==> config.mk <==
export PLATFORM = sky130hd
export DESIGN_NAME = key_step_ctrl
export DESIGN_NICKNAME = d
export VERILOG_FILES = /design/src/rtl/key_step_ctrl.sv
export SDC_FILE = /design/constraint.sdc
export NUM_CORES = 1
export LEC_CHECK = 0
export ABC_AREA = 1
export CAP_MARGIN = 30
export CORE_ASPECT_RATIO = 1.1
export CORE_MARGIN = 2
export CORE_UTILIZATION = 45
export CTS_BUF_LIST = sky130_fd_sc_hd__clkbuf_8
export DETAILED_ROUTE_END_ITERATION = 7
export PLACE_DENSITY_LB_ADDON = 0.3
export SYNTH_ARGS = -nofsm -noshare
export SYNTH_HDL_FRONTEND = slang
export SYNTH_SLANG_ARGS = --single-unit
export TNS_END_PERCENT = 30
==> constraint.sdc <==
create_clock -name clk -period 4.1 [get_ports clk]
set_input_delay 1.23 -clock clk [delete_from_list [all_inputs] [get_ports clk]]
set_output_delay 1.23 -clock clk [all_outputs]
set_load 0.005 [all_outputs]
==> src/rtl/key_step_ctrl.sv <==
// Single-step button conditioner: synchronizes and debounces the active-low key,
// emits one step strobe per accepted press (or periodic strobes in run mode) and counts them.
module key_step_ctrl #(
  parameter int unsigned DEBOUNCE_CYCLES = 500000,
  parameter int unsigned CNT_W           = 20,
  parameter int unsigned RUN_PERIOD      = 25000000,
  parameter int unsigned RUN_W           = 25
) (
  input  logic        clk,
  input  logic        reset_n,
  input  logic        key_n,
  input  logic        run_en,
  output logic        step_pulse,
  output logic        key_level,
  output logic [15:0] step_count
);

  localparam int unsigned STEP_CNT_W = 16;
  localparam logic [CNT_W-1:0] DEB_LAST = CNT_W'(DEBOUNCE_CYCLES - 1);
  localparam logic [RUN_W-1:0] RUN_LAST = RUN_W'(RUN_PERIOD - 1);

  typedef enum logic [1:0] {
    IDLE       = 2'd0,
    PRESS_WAIT = 2'd1,
    PRESSED    = 2'd2,
    REL_WAIT   = 2'd3
  } state_e;

  state_e           state_q;
  state_e           state_d;
  logic [CNT_W-1:0] deb_cnt_q;
  logic [CNT_W-1:0] deb_cnt_d;
  logic [RUN_W-1:0] run_tmr_q;
  logic             sync1_n;
  logic             s_n;
  logic             press_accept_c;
  logic             run_wrap_c;
  logic             key_level_d;
  logic             step_pulse_d;

  // Two-flop synchronizer; idles at "released"
  always_ff @(posedge clk or negedge reset_n) begin
    if (!reset_n) begin
      sync1_n <= 1'b1;
      s_n     <= 1'b1;
    end else begin
      sync1_n <= key_n;
      s_n     <= sync1_n;
    end
  end

  // Debounce FSM state register
  always_ff @(posedge clk or negedge reset_n) begin
    if (!reset_n) begin
      state_q   <= IDLE;
      deb_cnt_q <= '0;
    end else begin
      state_q   <= state_d;
      deb_cnt_q <= deb_cnt_d;
    end
  end

  // Debounce next-state: any sample disagreeing with the pending level restarts qualification
  always_comb begin
    state_d        = state_q;
    deb_cnt_d      = deb_cnt_q;
    press_accept_c = 1'b0;
    case (state_q)
      IDLE: begin
        if (!s_n) begin
          state_d   = PRESS_WAIT;
          deb_cnt_d = CNT_W'(1);
        end
      end
      PRESS_WAIT: begin
        if (s_n) begin
          state_d   = IDLE;
          deb_cnt_d = '0;
        end else if (deb_cnt_q == DEB_LAST) begin
          state_d        = PRESSED;
          deb_cnt_d      = '0;
          press_accept_c = 1'b1;
        end else begin
          deb_cnt_d = deb_cnt_q + CNT_W'(1);
        end
      end
      PRESSED: begin
        if (s_n) begin
          state_d   = REL_WAIT;
          deb_cnt_d = CNT_W'(1);
        end
      end
      REL_WAIT: begin
        if (!s_n) begin
          state_d   = PRESSED;
          deb_cnt_d = '0;
        end else if (deb_cnt_q == DEB_LAST) begin
          state_d   = IDLE;
          deb_cnt_d = '0;
        end else begin
          deb_cnt_d = deb_cnt_q + CNT_W'(1);
        end
      end
      default: begin
        state_d   = IDLE;
        deb_cnt_d = '0;
      end
    endcase
  end

  // Run-mode period timer; held at zero outside run mode so each entry gives a full period
  always_ff @(posedge clk or negedge reset_n) begin
    if (!reset_n) begin
      run_tmr_q <= '0;
    end else if (!run_en) begin
      run_tmr_q <= '0;
    end else if (run_tmr_q == RUN_LAST) begin
      run_tmr_q <= '0;
    end else begin
      run_tmr_q <= run_tmr_q + RUN_W'(1);
    end
  end

  assign run_wrap_c  = run_en && (run_tmr_q == RUN_LAST);
  assign key_level_d = (state_d == PRESSED) || (state_d == REL_WAIT);

  // Gating on the current strobe keeps a mode switch from producing back-to-back pulses
  assign step_pulse_d = !step_pulse && (run_en ? run_wrap_c : press_accept_c);

  // Registered outputs and step counter
  always_ff @(posedge clk or negedge reset_n) begin
    if (!reset_n) begin
      step_pulse <= 1'b0;
      key_level  <= 1'b0;
      step_count <= '0;
    end else begin
      step_pulse <= step_pulse_d;
      key_level  <= key_level_d;
      step_count <= step_count + STEP_CNT_W'(step_pulse);
    end
  end

endmodule

==> results of run 1 <==
-- metrics by stage --
stage | setup WS, ns | instances
CTS | 1.54 | 613
finish | 1.58 | 613
floorplan | 2.45 | 467
detailed placement | 1.69 | 597
global placement | 1.75 | 596
global route | 1.50 | 613
-- power breakdown --
| part | switching [W] | internal (W) |
|---|---|---|
| Clock | 0.000247 | 0.000311 |
| Combinational | 0.0000661 | 0.0000710 |
| Sequential | 0.0000304 | 0.000686 |
-- Yosys cell counts --
master / instances / area share [%]
inv_1: 56 / 5.7
o21ai_2: 1 / 0.24
nand3b_1: 1 / 0.21
inv_2: 1 / 0.10
o21bai_1: 2 / 0.41
a211oi_1: 1 / 0.21
nand4_1: 8 / 1.4
nand2_2: 9 / 1.5
dfrtp_1: 64 / 44
nor2_1: 81 / 8.3
nor3_1: 13 / 1.8
o21ai_0: 10 / 1.4
o21ai_1: 1 / 0.14
nor3b_1: 5 / 1.0
nand2_1: 116 / 12
nor2_4: 8 / 2.5
o22ai_1: 7 / 1.2
ha_1: 4 / 1.4
nand3_4: 2 / 0.96
nor4_1: 1 / 0.17
nand3_1: 29 / 4.0
a21oi_1: 6 / 0.82
nor2_8: 1 / 0.55
nor3_2: 1 / 0.27
clkbuf_1: 1 / 0.10
a31oi_1: 1 / 0.17
xor2_1: 19 / 4.5
buf_6: 1 / 0.31
dfstp_2: 2 / 1.4
nor2_2: 6 / 1.0
xnor2_1: 7 / 1.7
xnor2_2: 1 / 0.44
o21bai_4: 1 / 0.51
-- worst max-delay path by stage --
stage	start	endpoint	slack, ns	cells after the start
CTS	step_count[5]$_DFF_PN0_	step_count[5]	1.54	1
global route	step_count[5]$_DFF_PN0_	step_count[5]	1.50	1
global placement	run_en	run_tmr_q[18]$_DFF_PN0_	1.75	5
floorplan	run_en	run_tmr_q[13]$_DFF_PN0_	2.45	3
finish	step_count[10]$_DFF_PN0_	step_count[10]	1.58	1
detailed placement	run_en	run_tmr_q[17]$_DFF_PN0_	1.69	5
-- final cells by class --
type / count / area, µm²
Fill cell: 745 / 3690
Multi-Input combinational cell: 342 / 1780
Clock buffer: 11 / 151
Timing Repair Buffer: 24 / 240
Tap cell: 108 / 135
Clock inverter: 5 / 52.6
Inverter: 57 / 214
Sequential cell: 66 / 1650
-- sequential cells by signal (all words and copies together) (netlist names) --
name and flops:
step_pulse 1, sync1_n 1, s_n 1, state_q 1, run_tmr_q 25, step_count 16, deb_cnt_q 20, key_level 1
-- cells by family after synthesis --
logic type	count (synthesis)	share of synthesized area, %
simple gates	281	35.5
flops	66	45.2
buf+inv	59	6.25
compound gates	30	5.06
xor+xnor	27	6.66
fa+ha+maj	4	1.37
-- worst register-to-register path: cells and delay by family, from the launching register on --
kind          cells  cell delay, ns
fa+ha+maj         1            0.19
buf+inv           1            0.19
flops             1            0.42
simple gates      8            0.90
-- per-layer routing --
layer | global-route usage, % | vias to the layer above | share of wire, %
li1 | - | 1537 | -
met2 | 29.0 | 56 | 47
met3 | 3.13 | 9 | 3.4
met5 | 0 | - | 0
met4 | 7.46 | 0 | 1.6
met1 | 24.6 | 1413 | 48
==> metrics.md, run 1 <==
| Metric | Value |
|---|---|
| Status | `complete, no violations` |
| Vias per cell | `4.92` |
| IO Count | `22` |
| Most common cell after layout, fill and taps aside | `nand2_1` |
| Pins Over Slew Limit | `0` |
| Number of CTS-inserted buffers | `9` |
| Worst slew pin tran | `0.454 ns` |
| HP Class | `reg2reg` |
| Chip height | `98.6 µm` |
| Hold Path Depth | `0` |
| Final Skew | `0.00843 ns` |
| RePlAce Congestion | `0.859` |
| Hold Path End | `s_n$_DFF_PN1_` |
| Fin. Hold Viols | `0` |
| R2R Path End | `run_tmr_q[24]$_DFF_PN0_` |
| Final Cycle Share | `61.5%` |
| Max stage delay on crit path | `0.53 ns` |
| Cell leakage power | `1.78 nW` |
| Die ar. | `0.00888 mm²` |
| Max Fclk | `397 MHz` |
| Final setup viols | `0` |
| Max VDD drop | `0.158 mV` |
| Routed Wire Length | `7.28 mm` |
| Startpoint Class | `flip-flop` |
| Via Count | `3015` |
| Max cap viols | `0` |
| WP buf/inv | `1` |
| Synth cell types | `33` |
| PostCTS Resize Cnt | `0` |
| CTS clk-pin slew, worst paths | `0.07 ns` |
| Root Buffer Master | `clkbuf_8` |
| Worst path top cell family by delay | `buffers and inverters` |
| Core footprint | `0.00791 mm²` |
| Antenna violations before repair | `0` |
| Total GRT Usage | `18.1%` |
| First-pass GRT wire length | `13.3 mm` |
| Worst hold slack | `0.364 ns` |
| FF-to-FF path depth | `10` |
| Synth Register Bits | `66` |
| Max_slew headroom | `69.7%` |
| Vias in the first global route | `3028` |
| Clk buf depth | `2` |
| Synth Warn # | `0` |
| Post-Syn Area | `0.00366 mm²` |
| Largest net degree at the start of global routing | `34` |
| Initial drt markers | `121` |
| Setup CP Type | `reg2out` |
| Drt pass-1 iters | `4` |
| Clk_lat worst skew | `0.33 ns` |
| Layout cell share with drive strength beyond 1 | `10.5%` |
| Reg2reg start | `run_tmr_q[0]$_DFF_PN0_` |
| Tot Pwr | `0.00141 W` |
| Final HPWL DP | `5.45 mm` |
| Antenna diode count | `0` |
| Setup TNS | `0 ns` |
| Seq/Total Area, Yosys | `45.2%` |
| P&R area growth vs syn | `15.4%` |
| Critical path fanouts, max | `5` |
| Commonest non-fill, non-tap cells in the layout | `nand2_1, nor2_1, dfrtp_1` |
| Gate Count Post-Synth | `467` |
| Row cnt | `34` |
| Placed cell areas | `0.00402 mm²` |
| Initial Util | `46.3%` |
| Setup bufs post-CTS | `0` |
| Syn_area_per_cell | `7.84 µm²` |
| Die Wd | `90.0 µm` |
| Hold path start | `sync1_n$_DFF_PN1_` |
| RSZ-0062 raised after global routing | `no` |
| Critical path, cell by cell | `clkdlybuf4s50_1` |
| Reg2Reg Setup Slack | `2.30 ns` |
| Port Buffer Count | `21` |
| Layout Utilization | `53.4%` |
| Cell area after layout | `0.00423 mm²` |
| CP Capture Type | `primary output` |
| Crit-path slowest cell | `clkdlybuf4s50_1` |
| Clock period minus worst slack | `2.52 ns` |
| Final net count | `508` |
| Post-CTS Hold Fix Bufs | `0` |
| CTS tree | `built` |
| CTS Sinks | `66` |
| Drt wl/cell | `11.9 µm` |
| Worst EP arrival | `1.29 ns` |
| Grt ovf | `0` |
| Syn Nets | `475` |
| Post-DRT Antenna Nets | `0` |
| CP Data Required Time | `2.87 ns` |
| H-tree levels | `3` |
| # DRC | `0` |
| PD cells | `334 mW/mm²` |
Note: power is estimated with default switching activity, not from simulation.
==> run 2, diff against run 1 <==
==> constraint.sdc (replaced) <==
create_clock -name clk -period 2.3 [get_ports clk]
set_input_delay 0.69 -clock clk [delete_from_list [all_inputs] [get_ports clk]]
set_output_delay 0.69 -clock clk [all_outputs]
set_load 0.005 [all_outputs]
==> run 2 against run 1 <==
Against the previous run:
- final cell count is 0.16% lower
- utilization is 0.51 points higher
- critical path type unchanged
- combinational power increased by 79%
- wire length is 2.0% higher
- worst hold slack lost 0.044 ns
- critical path depth is the same
==> metrics.md, run 2 (same netlist as run 1, synthesis figures left out) <==
| Metric | Value |
|---|---|
| Status | `complete, no violations` |
| Drt wl/cell | `12.1 µm` |
| Worst slew pin tran | `0.458 ns` |
| Clock period minus worst slack | `1.99 ns` |
| Final Skew | `0.0135 ns` |
| Max cap viols | `0` |
| Reg2reg start | `run_tmr_q[0]$_DFF_PN0_` |
| Startpoint Class | `flip-flop` |
| Worst EP arrival | `1.30 ns` |
| CP Data Required Time | `1.61 ns` |
| Crit-path slowest cell | `clkdlybuf4s50_1` |
| Root Buffer Master | `clkbuf_8` |
| Layout Utilization | `53.9%` |
| Reg2Reg Setup Slack | `0.54 ns` |
| Cell leakage power | `1.79 nW` |
| FILL cells | `739` |
| Post-CTS Hold Fix Bufs | `0` |
| Antenna violations before repair | `0` |
| Port Buffer Count | `21` |
| Setup CP Type | `reg2out` |
| RSZ-0062 raised after global routing | `no` |
| Number of CTS-inserted buffers | `9` |
| Clk_lat worst skew | `0.34 ns` |
| Pins Over Slew Limit | `0` |
| CP Capture Type | `primary output` |
| Worst path top cell family by delay | `buffers and inverters` |
| Footprint of the multi-input gates | `0.00178 mm²` |
| H-tree levels | `3` |
| Setup TNS | `0 ns` |
| Post-DRT Antenna Nets | `0` |
| Seq. cell area | `0.00165 mm²` |
| PostCTS Resize Cnt | `0` |
| HP Class | `in2async` |
| CTS tree | `built` |
| Final worst slack | `0.310 ns` |
| Largest Register | `run_tmr_q` |
| CTS clk-pin slew, worst paths | `0.08 ns` |
| Largest registers | `run_tmr_q (25), deb_cnt_q (20), step_count (16)` |
| Commonest non-fill, non-tap cells in the layout | `nand2_1, nor2_1, dfrtp_1` |
| Max_slew headroom | `69.5%` |
| Via Count | `3029` |
| DP Worst Slack | `0.431 ns` |
| Initial Util | `46.3%` |
| Core footprint | `0.00791 mm²` |
| Most common cell after layout, fill and taps aside | `nand2_1` |
| Setup bufs post-CTS | `0` |
| RePlAce Congestion | `0.859` |
| Routed Wire Length | `7.42 mm` |
| CTS Sinks | `66` |
| Max VDD drop | `0.331 mV` |
| Drt pass-1 iters | `4` |
| Vias per cell | `4.95` |
| FF-to-FF path depth | `10` |
| R2R Path End | `run_tmr_q[21]$_DFF_PN0_` |
| Layout cell share with drive strength beyond 1 | `10.3%` |
| PD cells | `644 mW/mm²` |
| Die ar. | `0.00888 mm²` |
| Chip height | `98.6 µm` |
| Max stage delay on crit path | `0.53 ns` |
| Final HPWL DP | `5.40 mm` |
| # DRC | `0` |
| Final setup viols | `0` |
| Die Wd | `90.0 µm` |
| Critical path fanouts, max | `5` |
| P&R area growth vs syn | `16.5%` |
| Total GRT Usage | `18.2%` |
| First-pass GRT wire length | `13.2 mm` |
| Initial drt markers | `189` |
| Clk buf depth | `2` |
| WP buf/inv | `1` |
| Row cnt | `34` |
| Worst hold slack | `0.320 ns` |
| IO Count | `22` |
| Antenna diode count | `0` |
| Largest net degree at the start of global routing | `48` |
| Fin. Hold Viols | `0` |
| Vias in the first global route | `3001` |
| Critical path, cell by cell | `clkdlybuf4s50_1` |
| Final Cycle Share | `86.5%` |
| Final net count | `507` |
| Max reg flops | `25` |
| Grt ovf | `0` |
| Max Fclk | `503 MHz` |
[run 2: cell count changes in the layout (fill, tap and decap cells not counted)]
cell	change
clkinv_2	-3
clkinvlp_4	+1
bufinv_16	+2
buf_4	-1
clkbuf_8	-1
clkinv_4	+1
[run 2: final cells by class]
type / instances / area share [%]
Clock buffer: 10 / 3.23
Multi-Input combinational cell: 342 / 41.7
Sequential cell: 66 / 38.8
Tap cell: 108 / 3.17
Timing Repair Buffer: 23 / 5.45
Inverter: 57 / 5.01
Clock inverter: 6 / 2.67
[run 2: worst max path at each step]
stage                                   from                  endpoint  cells past startpoint
floorplan               step_pulse$_DFF_PN0_  step_count[14]$_DFF_PN0_                      7
detailed placement                    run_en   run_tmr_q[21]$_DFF_PN0_                      5
finish              step_count[10]$_DFF_PN0_            step_count[10]                      1
global route        step_count[10]$_DFF_PN0_            step_count[10]                      1
CTS                 step_count[10]$_DFF_PN0_            step_count[10]                      1
global placement                      run_en   run_tmr_q[18]$_DFF_PN0_                      5
[run 2: power breakdown]
group | total [W] | internal (W) | switching [W] | leakage, nW
clock | 0.00123 | 0.000752 | 0.000474 | 0.119
combinational | 0.000245 | 0.000125 | 0.000120 | 0.777
sequential | 0.00128 | 0.00122 | 0.0000542 | 0.897
[run 2: per-stage QoR]
stage | instances | total power, W | instance area [µm²]
3_3_place_gp | 596 | 0.00154 | 4020
6_report | 612 | 0.00275 | 4270
3_5_place_dp | 596 | 0.00155 | 4020
4_1_cts | 612 | 0.00278 | 4270
2_1_floorplan | 467 | 0.00139 | 3660
5_1_grt | 612 | 0.00286 | 4270
[run 2: per-layer routing]
layer / vias up / global-route usage, % / part of all wire, %
met4: 0 / 7.22 / 1.4
met3: 9 / 3.67 / 3.1
met5: - / 0 / 0
met2: 59 / 30.4 / 48
met1: 1423 / 23.3 / 48
li1: 1538 / - / -
==> run 3, diff against run 2 <==
--- a/config.mk
+++ b/config.mk
@@ -9,7 +9,7 @@
 export CAP_MARGIN = 30
 export CORE_ASPECT_RATIO = 1.1
 export CORE_MARGIN = 2
-export CORE_UTILIZATION = 45
+export CORE_UTILIZATION = 30
 export CTS_BUF_LIST = sky130_fd_sc_hd__clkbuf_8
 export DETAILED_ROUTE_END_ITERATION = 7
 export PLACE_DENSITY_LB_ADDON = 0.3
==> run 3 against run 2 <==
Against the previous run:
- count of clock-buffer cells in the layout is 1 lower
- final cell count increased by 7.5%
- power down 9.7%
- first-iteration DRC count shrank 3.7%
- worst setup slack worse by 0.029 ns
- flip-flop and latch count stayed put
- non-clock buffer count unchanged
- wire length up 5.8%
- die area grew 48%
- critical path type unchanged
- critical endpoint is now step_count[5]
- largest power group unchanged
==> metrics.md, run 3 (same netlist as run 1, synthesis figures left out) <==
| Metric | Value |
|---|---|
| Status | `complete, no violations` |
| Chip height | `120 µm` |
| Layout Utilization | `35.5%` |
| Drt pass-1 iters | `5` |
| Largest net degree at the start of global routing | `34` |
| Routed Wire Length | `7.85 mm` |
| # DRC | `0` |
| Grt ovf | `0` |
| Max Fclk | `495 MHz` |
| Crit-path slowest cell | `clkdlybuf4s50_1` |
| RSZ-0062 raised after global routing | `no` |
| CTS clk-pin slew, worst paths | `0.08 ns` |
| P_sw | `0.000645 W` |
| Setup crit start | `step_count[5]$_DFF_PN0_` |
| Clk buf depth | `2` |
| Max stage delay on crit path | `0.54 ns` |
| Startpoint Class | `flip-flop` |
| Final Skew | `0.0103 ns` |
| Vias per cell | `4.59` |
| Clock share of power | `38.6%` |
| H-tree levels | `3` |
| Final setup viols | `0` |
| Die ar. | `0.0131 mm²` |
| CP Capture Type | `primary output` |
| Clock period minus worst slack | `2.02 ns` |
| Setup CP Type | `reg2out` |
| Fin. Hold Viols | `0` |
| Setup TNS | `0 ns` |
| First-pass GRT wire length | `13.7 mm` |
| Pint | `0.00184 W` |
| CP Data Required Time | `1.61 ns` |
| Final net count | `507` |
| IO Count | `22` |
| Max reg flops | `25` |
| Die Wd | `109 µm` |
| Switching Share | `26.0%` |
| Post-CTS Hold Fix Bufs | `0` |
| Root Buffer Master | `clkbuf_8` |
| Row cnt | `42` |
| Max VDD drop | `0.278 mV` |
| Worst slew pin tran | `0.458 ns` |
| Antenna violations before repair | `0` |
| Cell leakage power | `1.77 nW` |
| Final HPWL DP | `5.81 mm` |
| RePlAce Congestion | `0.847` |
| CTS Sinks | `66` |
| DP Worst Slack | `0.416 ns` |
| Initial drt markers | `182` |
| PostCTS Resize Cnt | `0` |
| Critical path fanouts, max | `5` |
| Initial Util | `30.6%` |
| Reg power frac | `51.5%` |
| Post-DRT Antenna Nets | `0` |
| Total GRT Usage | `13.5%` |
| Final Cycle Share | `87.8%` |
| Worst path top cell family by delay | `buffers and inverters` |
| Commonest non-fill, non-tap cells in the layout | `nand2_1, nor2_1, dfrtp_1` |
| CTS tree | `built` |
| WP buf/inv | `1` |
| Vias in the first global route | `2947` |
| Logic pwr share | `9.8%` |
| Worst EP arrival | `1.33 ns` |
| Most common cell after layout, fill and taps aside | `nand2_1` |
| Clk_lat worst skew | `0.35 ns` |
| Setup bufs post-CTS | `0` |
| Core footprint | `0.0120 mm²` |
| Pins Over Slew Limit | `0` |
| Largest registers | `run_tmr_q (25), deb_cnt_q (20), step_count (16)` |
| Drt wl/cell | `11.9 µm` |
| Largest Register | `run_tmr_q` |
| Layout cell share with drive strength beyond 1 | `10.1%` |
| Critical path, cell by cell | `clkdlybuf4s50_1` |
| Worst hold slack | `0.234 ns` |
| Max_slew headroom | `69.5%` |
| HP Class | `in2async` |
| Antenna diode count | `0` |
| Number of CTS-inserted buffers | `9` |
| Max cap viols | `0` |
| PD cells | `583 mW/mm²` |
| Port Buffer Count | `21` |
| Final worst slack | `0.281 ns` |
| Reg2reg start | `run_tmr_q[0]$_DFF_PN0_` |
| P&R area growth vs syn | `16.3%` |
| Via Count | `3020` |
run 3: worst paths after layout:
check,to,slack (ns),cells past startpoint
max,step_count[5],0.28,1
min,run_tmr_q[8]$_DFF_PN0_,0.23,1
max reg2reg,run_tmr_q[21]$_DFF_PN0_,0.51,10
min reg2reg,s_n$_DFF_PN1_,0.37,0
max in group asynchronous,sync1_n$_DFF_PN1_,1.38,2
min in group clk,s_n$_DFF_PN1_,0.37,0
run 3: metal layers:
metal / track usage [%] / part of all wire [%] / vias to the layer above
met5: 0 / 0 / -
met4: 6.17 / 2.8 / 0
met2: 19.8 / 45 / 37
li1: - / - / 1536
met3: 3.53 / 2.8 / 16
met1: 18.5 / 50 / 1431
run 3: layout make-up:
| type | instances | area [µm²] |
|---|---|---|
| Clock inverter | 7 | 61.3 |
| Inverter | 57 | 214 |
| Tap cell | 154 | 193 |
| Clock buffer | 9 | 124 |
| Fill cell | 1265 | 7720 |
| Multi-Input combinational cell | 342 | 1780 |
| Sequential cell | 66 | 1650 |
| Timing Repair Buffer | 23 | 233 |
run 3: power by group through the flow:
| stage | logic (W) | clock network, W | registers (W) |
|---|---|---|---|
| after floorplan | 0.0000965 | 0 | 0.00130 |
| after global placement | 0.000245 | 0 | 0.00130 |
| after detailed placement | 0.000250 | 0 | 0.00130 |
| after global routing | 0.000276 | 0.00104 | 0.00129 |
| final | 0.000244 | 0.000958 | 0.00128 |
| after CTS | 0.000251 | 0.000983 | 0.00128 |
run 3: stage by stage:
stage	instance area (µm²)	std cells	power, W
after CTS	4260	658	0.00251
after detailed placement	4070	642	0.00155
after global routing	4260	658	0.00260
final	4260	658	0.00248
after global placement	4070	642	0.00154
after floorplan	3660	467	0.00139
